$ cat config.mk
export PLATFORM = sky130hd
export DESIGN_NAME = led_walker
export DESIGN_NICKNAME = d
export VERILOG_FILES = /design/src/rtl/led_walker.sv
export SDC_FILE = /design/constraint.sdc
export NUM_CORES = 1
export LEC_CHECK = 0
export CAP_MARGIN = 0
export CELL_PAD_IN_SITES_DETAIL_PLACEMENT = 1
export CELL_PAD_IN_SITES_GLOBAL_PLACEMENT = 2
export CORE_UTILIZATION = 27
export CTS_CLUSTER_SIZE = 16
export DETAILED_ROUTE_END_ITERATION = 8
export PLACE_DENSITY = 0.8
export SYNTH_ARGS = -nofsm -noshare
export SYNTH_HDL_FRONTEND = slang
export SYNTH_SLANG_ARGS = --single-unit
$ cat constraint.sdc
create_clock -name i_clk -period 2.1 [get_ports i_clk]
set_input_delay 0.42 -clock i_clk [delete_from_list [all_inputs] [get_ports i_clk]]
set_output_delay 0.42 -clock i_clk [all_outputs]
set_load 0.01 [all_outputs]
$ cat src/rtl/led_walker.sv
// Single-LED walker stepped by an external tick strobe; supports wrap-around
// and bounce motion with an optional dwell at each end of the bar.
module led_walker #(
    parameter int N_LEDS = 8,
    parameter int DWELL  = 0
) (
    input  logic                      i_clk,
    input  logic                      i_rst,
    input  logic                      i_tick,
    input  logic                      i_en,
    input  logic                      i_bounce,
    output logic [N_LEDS-1:0]         o_leds,
    output logic [$clog2(N_LEDS)-1:0] o_pos,
    output logic                      o_dir,
    output logic                      o_end
);

    localparam int PW = $clog2(N_LEDS);
    localparam int CW = (DWELL > 0) ? $clog2(DWELL + 1) : 1;
    localparam logic [PW-1:0]     P_TOP    = PW'(N_LEDS - 1);
    localparam logic [CW-1:0]     CNT_LAST = CW'(DWELL);
    localparam logic [N_LEDS-1:0] ONE_HOT0 = {{(N_LEDS-1){1'b0}}, 1'b1};

    typedef enum logic [1:0] {
        RUN_UP    = 2'd0,
        RUN_DOWN  = 2'd1,
        DWELL_TOP = 2'd2,
        DWELL_BOT = 2'd3
    } state_t;

    state_t             state_q, state_d;
    logic [PW-1:0]      pos_q, pos_d;
    logic [CW-1:0]      cnt_q, cnt_d;
    logic               end_q, end_d;
    logic [N_LEDS-1:0]  leds_q, leds_d;
    logic               dir_q, dir_d;

    always_ff @(posedge i_clk) begin
        if (i_rst) begin
            state_q <= RUN_UP;
            pos_q   <= '0;
            cnt_q   <= '0;
            end_q   <= 1'b0;
            leds_q  <= ONE_HOT0;
            dir_q   <= 1'b1;
        end else begin
            state_q <= state_d;
            pos_q   <= pos_d;
            cnt_q   <= cnt_d;
            end_q   <= end_d;
            leds_q  <= leds_d;
            dir_q   <= dir_d;
        end
    end

    always_comb begin
        state_d = state_q;
        pos_d   = pos_q;
        cnt_d   = cnt_q;
        end_d   = 1'b0;
        if (i_tick && i_en) begin
            if (!i_bounce) begin
                state_d = RUN_UP;
                cnt_d   = '0;
                if (pos_q == P_TOP) begin
                    pos_d = '0;
                    end_d = 1'b1;
                end else begin
                    pos_d = pos_q + 1'b1;
                end
            end else begin
                case (state_q)
                    RUN_UP: begin
                        // Already at the top (e.g. after a mode switch) counts as landing.
                        if (pos_q != P_TOP) pos_d = pos_q + 1'b1;
                        if (pos_d == P_TOP) begin
                            end_d   = 1'b1;
                            state_d = (DWELL > 0) ? DWELL_TOP : RUN_DOWN;
                        end
                    end
                    RUN_DOWN: begin
                        if (pos_q != '0) pos_d = pos_q - 1'b1;
                        if (pos_d == '0) begin
                            end_d   = 1'b1;
                            state_d = (DWELL > 0) ? DWELL_BOT : RUN_UP;
                        end
                    end
                    default: begin
                        if (cnt_q + 1'b1 == CNT_LAST) begin
                            cnt_d   = '0;
                            state_d = (state_q == DWELL_TOP) ? RUN_DOWN : RUN_UP;
                        end else begin
                            cnt_d = cnt_q + 1'b1;
                        end
                    end
                endcase
            end
        end
    end

    always_comb begin
        leds_d = ONE_HOT0 << pos_d;
        dir_d  = (state_d == RUN_UP) || (state_d == DWELL_BOT);
    end

    assign o_leds = leds_q;
    assign o_pos  = pos_q;
    assign o_dir  = dir_q;
    assign o_end  = end_q;

endmodule

# --- After elaboration in Yosys (flattened, before gate mapping) ---
# Index checks and enable logic that the tools add are counted.
word_totals:
  output_inout_bits: 13
  elab_cells: 54
  regBits: 16
op_classes:
  n_bitwise: 1
  reduce_logical: 9
  shifts: 1
  mux: 27
  eq_ne: 7
  addsub: 3
op_table:
  columns: ["cell", "n"]
  rows:
  - ["$mux 3", 11]
  - ["$mux 2", 5]
  - ["$mux 1", 8]
  - ["$shl 1x3->8 const A", 1]
  - ["$eq 3x3->1 const B", 2]
  - ["$pmux 3 s2", 1]
  - ["$eq 2x2->1 const B", 2]
  - ["$logic_not 2->1", 2]
  - ["$pmux 2 s2", 1]
  - ["$reduce_or 2->1", 2]
  - ["$add 3x1->3 const B", 1]
  - ["$logic_not 3->1", 1]
  - ["$ne 3x3->1 const B", 1]
  - ["$reduce_bool 3->1", 1]
  - ["$sub 3x1->3 const B", 1]
  - ["$eq 2x1->1 const B", 1]
  - ["$ne 2x2->1 const B", 1]
  - ["$pmux 1 s2", 1]
  - ["$reduce_and 2->1", 1]
  - ["$add 1x1->1 const B", 1]
  - ["$logic_and 1x1->1", 1]
  - ["$logic_or 1x1->1", 1]
  - ["$not 1->1", 1]

# --- Longest topological paths before layout ---
# Gate-level depths: netlist (run 1).
logic_depth:
  word_depth: 12
  ltp_mapped: 9

# --- Least setup slack after synthesis (run 1) ---
# Ideal clock, no wire load.
synth_path:
  kind: "register -> register"
  startpoint: "register pos_q[0] (netlist: o_pos[0])"
  endpoint: "register dir_q (netlist: o_dir)"
  setup_slack_ns: 0.056
  n_path_buf: 0
  path_stages_with_launch: 9
  required_ns: 2.028
  t_arrival_ns: 1.972
  cell_sequence: "dfxtp_1 > ha_1 > ha_1 > inv_1 > ha_1 > a2111oi_0 > o21ai_0 > o21ai_0 > mux2i_1"
synth_via:
  elab_chain_len: 12
  elab_cells_between_ends: 22
  cone_classes: "add/sub (2); eq/ne (3); mux (13); reduce/logical (4)"
synth_lines:
  columns: ["element", "line_no", "text"]
  rows:
  - ["start, declared", "32", "logic [PW-1:0] pos_q, pos_d;"]
  - ["start signal, assigned", "48", "pos_q <= pos_d;"]
  - ["$add 3x1->3, or another cell as far along", "75", "if (pos_q != P_TOP) pos_d = pos_q + 1'b1;"]
  - ["$mux 3, on equally long branches", "75, 82", null]
  - ["$mux 3", "72", "case (state_q)"]
  - ["$mux 3", "62", "if (!i_bounce) begin"]
  - ["$mux 3", "61", "if (i_tick && i_en) begin"]
  - ["$eq 3x3->1 / $logic_not 3->1 (equally long branches)", "76, 83", null]
  - ["$mux 2, on equally long branches", "76, 83", null]
  - ["$pmux 2 s2 (*)", "72", null]
  - ["$mux 2 (*)", "62", null]
  - ["$mux 2 (*)", "61", null]
  - ["$eq 2x2->1 / $logic_not 2->1 (equally long branches)", "103", "dir_d = (state_d == RUN_UP) || (state_d == DWELL_BOT);"]
  - ["$logic_or 1x1->1 (*)", "103", null]
  - ["end signal, assigned", "52", "dir_q <= dir_d;"]
  - ["end, declared", "36", "logic dir_q, dir_d;"]
# Mark *: on every way between the ends. The rest lies on a longest branch, timed or not. The select of a mux whose other input is x is not followed.
# A chain may end at the register's enable or synchronous reset.

# --- Worst setup path in the final report (run 1) ---
layout_path:
  startpoint: "register pos_q[1] (netlist: o_pos[1])"
  endpoint: "register leds_q[2] (netlist: o_leds[2])"
layout_via:
  elab_chain_len: 9
  elab_cells_between_ends: 18
  cone_classes: "add/sub (2); eq/ne (2); shift (1); mux (12); reduce/logical (1)"
layout_lines:
  columns: ["element", "line_no", "text"]
  rows:
  - ["$sub 3x1->3, or another cell as far along", "82", "if (pos_q != '0) pos_d = pos_q - 1'b1;"]
  - ["$mux 3, on equally long branches", "82, 75", null]
  - ["$mux 3", "72", null]
  - ["$mux 3", "62", null]
  - ["$mux 3", "61", null]
  - ["$pmux 3 s2", "72", null]
  - ["$mux 3", "62", null]
  - ["$mux 3 (*)", "61", null]
  - ["$shl 1x3->8 (*)", "102", "leds_d = ONE_HOT0 << pos_d;"]
  - ["end signal, assigned", "51", "leds_q <= leds_d;"]
  - ["end, declared", "35", "logic [N_LEDS-1:0] leds_q, leds_d;"]
# Marks and branches as above.

==> impl_metrics.tcl, run 1 <==
set metrics [dict create \
    worstPathCellList "buf_6 -> inv_1 -> ha_2 -> nand2b_4 -> o311a_4 -> a31oi_4 -> nand4_1 -> nor3_1" \
    cp_num_cells 8 \
    power.share.combinational_pct 26.8 \
    tightest_slew_ns 0.496 \
    wire_per_inst_um 14.5 \
    syn2layout_area_growth_pct 49.9 \
    cp_slowest_stage_delay_ns 0.36 \
    synth-xor-area-share_pct 0.958 \
    p_int_uw 465 \
    grt_setup_unrepaired "true" \
    max_freq_mhz 494 \
    clockRootBuffer "clkbuf_4" \
    grt_usage_pct 15.3 \
    relSlewSlack_pct 66.9 \
    min_from "cnt_q$_SDFFE_PP0P_" \
    viasPerCell 4.96 \
    drive_above_1_share_pct 27.2 \
    timing.rr.end "o_leds[2]$_SDFF_PP0_" \
    dp.cells 175 \
    h-tree-depth 1 \
    r2r_setup_slack_ns 0.07 \
    synth-main-ff-cell "dfxtp_1" \
    finalHoldViolations 0 \
    synth_top_family_by_area "simple AND/OR/NAND/NOR gates" \
    synth-warning-count 0 \
    synthMuxAreaShare_pct 1.09 \
    top_level_ports 18 \
    vias 893 \
    antennaDiodeCount 0 \
    crit_path_start_kind "flop" \
    insertion_delay_ns 0.28 \
    dr.pass1.iters 4 \
    reg2reg_depth 8 \
    start_util_pct 29.2 \
    drt_iter0_markers 38 \
    critPathKind "flop to flop" \
    p_leak_nw 0.481 \
    cts_made_buffers 3 \
    period_minus_slack_ns 2.03 \
    syn_area_um2 915 \
    stdcell_area_mm2 0.00137 \
    mostFrequentLayoutCell "clkdlybuf4s50_1" \
    worstPathArrival_ns 2.24 \
    synthArstFlopShare_pct 0 \
    yosys.area_share.simple_pct 25.3 \
    finalCoreUtilization_pct 43.8 \
    avgSynthCellArea_um2 8.71 \
    mostFrequentLayoutCells "clkdlybuf4s50_1 (17), dfxtp_1 (14), buf_4 (13)" \
    finalWeightedCongestion 0.898 \
    cts.sinks 16 \
    synth-edff-count 0 \
    r2r-start "o_pos[1]$_SDFF_PP0_" \
    critPathCapture "o_leds[2]$_SDFF_PP0_" \
    synthDistinctLibCells 39 \
    dp_hpwl_um 2010 \
    synth_top_area_share_pct 35.0 \
    cap_violations 0 \
    status "finished clean" \
    placed_area_mm2 0.00121 \
    netlist_instances 105 \
    yosys.area_share.adder_pct 8.21 \
    power.share.clock_pct 23.8 \
    crit_path_max_fanout 7 \
    ys_seq_elements 16 \
    crit_path_top_delay_cell "dfxtp_2" \
    critPathLaunch "o_pos[1]$_SDFF_PP0_" \
    synth_compound_area_share_pct 24.9 \
    cts_tree "built" \
    fin_crit_sh_pct 96.5 \
    clock_path_buffers 2 \
    grt_pass1_vias 864 \
    finalNonFillerCells 180 \
    seq_area_frac_synth_pct 35.0 \
    netlist_top_cells_area "dfxtp_1 (35%), ha_1 (8.2%), o21ai_0 (4.4%)" \
    ant_nets 0 \
    yosysTopAreaCell "dfxtp_1" \
    grt_max_degree 11 \
    path_clk_slew_ns 0.09 \
    swShare_pct 28.1 \
    required_ns 2.31 \
    core_mm2 0.00313 \
    antenna_found_initial 0 \
    design_power_total_uw 646 \
    overflow 0 \
    synth_fp_nets 116 \
    finalNetCount 149 \
    io_buffers 17 \
    setup_viol 0 \
    ir_drop_mv 0.306 \
    whs_ns 0.528 \
    power_switching_uw 181 \
    remaining_drc_errors 0 \
    die-area_mm2 0.00362 \
    endpoint_kind "flop" \
    grt_first_pass_wirelength_um 4040 \
    min_path_type "flop to flop" \
    fillCellCount 373 \
    die_y_um 60.2 \
    fin_worst_skew_ns 0.00630 \
    placementRows 20 \
    totalWireLength_um 2620 \
    p_per_area_mw_per_mm2 471 \
    die_w_um 60.2 \
    p_seq_share_pct 49.4 \
    path_delay_family "compound AO/OA/AOI/OAI gates" \
    drv_slew 0 \
    path_buf_inv 2 \
]
[metrics by stage]
step	setup WS [ns]	TNS [ns]
after global placement	-0.0346	-0.0846
final	0.0737	0
after floorplan	0.0564	0
after detailed placement	-0.0681	-0.0856
after global routing	0.000735	0
after CTS	0.0128	0
[flip-flops by register name (all words and copies together), names as in the netlist]
name and count:
o_leds 8, cnt_q 1, o_pos 3, state_q 2
o_end 1, o_dir 1
[layer usage]
metal / vias up / global-route usage (%) / wire length (um)
met2: 14 / 25.0 / 1340
met1: 434 / 19.3 / 1140
met4: 0 / 3.99 / 40
met5: - / 0 / 0
met3: 4 / 4.76 / 86
li1: 441 / - / -
[synthesized netlist by cell type, drive strengths merged (2+ instances only)]
master  number
nor2         8
nand2        5
a21o         2
inv          7
a21oi        6
nor2b        5
dfxtp       16
ha           6
or3          2
a31oi        3
nand2b       5
o211ai       2
buf          2
o21ai        8
a211o        2
nor3         5
and2         3
a211oi       2
nand3        3
[worst min-delay path by stage]
| stage | slack, ns | endpoint | depth (start not counted) |
|---|---|---|---|
| after floorplan | 0.48 | cnt_q$_SDFFE_PP0P_ | 2 |
| after global placement | 0.50 | cnt_q$_SDFFE_PP0P_ | 2 |
| after detailed placement | 0.52 | cnt_q$_SDFFE_PP0P_ | 2 |
| after CTS | 0.54 | cnt_q$_SDFFE_PP0P_ | 2 |
| after global routing | 0.56 | cnt_q$_SDFFE_PP0P_ | 2 |
| final | 0.53 | cnt_q$_SDFFE_PP0P_ | 2 |
[tightest hold or removal path, stage by stage (launching register included)]
cell,delay (ns)
dfxtp_1,0.34
o21ai_0,0.08
a21oi_1,0.07
[cell families after synthesis]
logic type | count (synthesis)
muxes | 1
adders and majority gates | 6
AOI/OAI and AO/OA | 30
DFF | 16
xor gates and xnor gates | 1
and+or+nand+nor | 41
buffers and inverters | 10
[power by group through the flow]
stage / registers (mW) / logic (mW) / clock network [mW]
final: 0.319 / 0.173 / 0.154
after global routing: 0.320 / 0.189 / 0.172
after floorplan: 0.332 / 0.0728 / 0
after detailed placement: 0.324 / 0.147 / 0
after CTS: 0.317 / 0.149 / 0.160
after global placement: 0.324 / 0.145 / 0
[cell type report]
class	instances	area, um2	area share [%]
clock buffer	3	22.5	1.64
inverter	7	26.3	1.92
multi-input combinational	79	663	48.4
sequential	16	325	23.7
tap	44	55.1	4.01
timing repair buffer	31	279	20.3
[repair_timing]
action / 4_1_cts / 5_1_grt
buffers inserted: 0 / 2
pin swaps: 0 / 6
gates resized for setup: 2 / 20
endpoints found under the setup margin: 2 / 11
hold buffers: 0 / 0
No activity file was read; power rests on OpenSTA's default activity.
==> inputs of run 2 (changes only) <==
--- a/config.mk
+++ b/config.mk
@@ -12,6 +12,7 @@
 export CTS_CLUSTER_SIZE = 16
 export DETAILED_ROUTE_END_ITERATION = 8
 export PLACE_DENSITY = 0.8
+export SETUP_SLACK_MARGIN = 0.5
 export SYNTH_ARGS = -nofsm -noshare
 export SYNTH_HDL_FRONTEND = slang
 export SYNTH_SLANG_ARGS = --single-unit
==> run 2 against run 1 <==
Utilization increased by 5.3 points. Sequential power is essentially flat. Combinational power increased by 21%. Hold slack is essentially flat. Power grew 8.3%. Final cell count is 1.7% higher. Clock power is 10% higher. Largest power group unchanged.
==> impl_metrics.tcl, run 2 (same netlist as run 1, synthesis figures left out) <==
set metrics [dict create \
    power_switching_uw 208 \
    fin_crit_sh_pct 89.0 \
    required_ns 2.32 \
    grt_pass1_vias 921 \
    power.share.combinational_pct 30.0 \
    max_freq_mhz 535 \
    relSlewSlack_pct 74.3 \
    p_seq_share_pct 45.7 \
    cp_common_cell "ha_4" \
    fin_tns_setup_ns 0 \
    multi_input_area_um2 788 \
    remaining_drc_errors 0 \
    cts_made_buffers 3 \
    grt_first_pass_wirelength_um 4440 \
    crit_path_start_kind "flop" \
    start_util_pct 29.2 \
    period_minus_slack_ns 1.87 \
    antennaDiodeCount 0 \
    critPathKind "flop to flop" \
    min_path_type "flop to flop" \
    drive_above_1_share_pct 41.7 \
    vias 901 \
    power.share.clock_pct 24.3 \
    clockRootBuffer "clkbuf_4" \
    cts_tree "built" \
    finalWeightedCongestion 0.853 \
    path_buf_inv 2 \
    worstPathArrival_ns 2.09 \
    die_w_um 60.2 \
    viasPerCell 4.92 \
    dp.cells 167 \
    final-seq-area_um2 333 \
    holdBufCountCts 0 \
    finalNonFillerCells 183 \
    path_clk_slew_ns 0.09 \
    dp_hpwl_um 1990 \
    finalCoreUtilization_pct 49.1 \
    tightest_slew_ns 0.385 \
    die-area_mm2 0.00362 \
    design_power_total_uw 700 \
    p_leak_nw 0.556 \
    grt_max_degree 11 \
    top_level_ports 18 \
    worst_slack_ns 0.232 \
    grt_usage_pct 16.8 \
    mostFrequentLayoutCell "buf_4" \
    die_y_um 60.2 \
    fillCellCount 359 \
    swShare_pct 29.7 \
    wire_per_inst_um 15.7 \
    p_int_uw 492 \
    whs_ns 0.528 \
    core_mm2 0.00313 \
    placementRows 20 \
    dr.pass1.iters 4 \
    ant_nets 0 \
    io_buffers 17 \
    cap_violations 0 \
    stdcell_area_mm2 0.00154 \
    fin_worst_skew_ns 0.00117 \
    syn2layout_area_growth_pct 68.0 \
    clock_path_buffers 2 \
    ir_drop_mv 0.422 \
    totalWireLength_um 2880 \
    mostFrequentLayoutCells "buf_4 (13), dfxtp_1 (12), clkdlybuf4s50_1 (12)" \
    finalHoldViolations 0 \
    crit_path_max_fanout 4 \
    endpoint_kind "flop" \
    path_delay_family "adder cells" \
    place_ws_ns -0.0545 \
    h-tree-depth 1 \
    insertion_delay_ns 0.28 \
    cts.sinks 16 \
    grt_setup_unrepaired "true" \
    drt_iter0_markers 58 \
    overflow 0 \
    placed_area_mm2 0.00122 \
    drv_slew 0 \
    antenna_found_initial 0 \
    status "finished clean" \
    finalNetCount 151 \
    largest_reg_flops 8 \
    crit_path_top_delay_cell "dfxtp_4" \
    p_per_area_mw_per_mm2 455 \
    setup_viol 0 \
    worstPathCellList "ha_4 -> ha_4 -> inv_4 -> ha_4 -> nor2_4 -> a21oi_4 -> a311oi_4 -> buf_6 -> a21o_4 -> nor3_2" \
    cp_slowest_stage_delay_ns 0.40 \
]
run 2: worst reg2reg max path, cell delays in order, from the launching register on:
cell and delay, ns:
dfxtp_4 0.40, ha_4 0.16, ha_4 0.16, inv_4 0.04, ha_4 0.28, nor2_4 0.04
a21oi_4 0.14, a311oi_4 0.11, buf_6 0.15, a21o_4 0.19, nor3_2 0.15
run 2: what timing repair did:
| item | in CTS | in global routing |
|---|---|---|
| pin swaps | 6 | 17 |
| gates resized for setup | 13 | 32 |
| setup endpoints to repair | 17 | 16 |
| setup buffers | 8 | 4 |
run 2: final cells by class:
type	count	share of cell area, %
Tap cell	44	3.58
Timing Repair Buffer	33	19.7
Multi-Input combinational cell	79	51.3
Clock buffer	4	1.71
Inverter	7	2.04
Sequential cell	16	21.7
run 2: routing by layer:
layer,share of wire [%],GRT usage (%),vias to the layer above
li1,-,-,446
met1,43,19.2,441
met2,53,30.6,12
met3,2.5,4.11,2
met4,0.49,4.32,0
met5,0,0,-
run 2: power by group through the flow:
stage | clock network, mW | logic (mW) | registers (mW)
after floorplan | 0 | 0.0809 | 0.333
after global placement | 0 | 0.139 | 0.331
after detailed placement | 0 | 0.141 | 0.331
after CTS | 0.177 | 0.168 | 0.320
after global routing | 0.194 | 0.227 | 0.322
final | 0.170 | 0.210 | 0.320
run 2: path summary, 6_finish.rpt:
| kind | startpoint | slack [ns] | end | depth (start not counted) |
|---|---|---|---|---|
| setup / recovery | o_pos[0]$_SDFF_PP0_ | 0.23 | o_leds[2]$_SDFF_PP0_ | 10 |
| hold / removal | cnt_q$_SDFFE_PP0P_ | 0.53 | cnt_q$_SDFFE_PP0P_ | 2 |
| setup reg to reg | o_pos[0]$_SDFF_PP0_ | 0.23 | o_leds[2]$_SDFF_PP0_ | 10 |
| hold reg to reg | cnt_q$_SDFFE_PP0P_ | 0.53 | cnt_q$_SDFFE_PP0P_ | 2 |
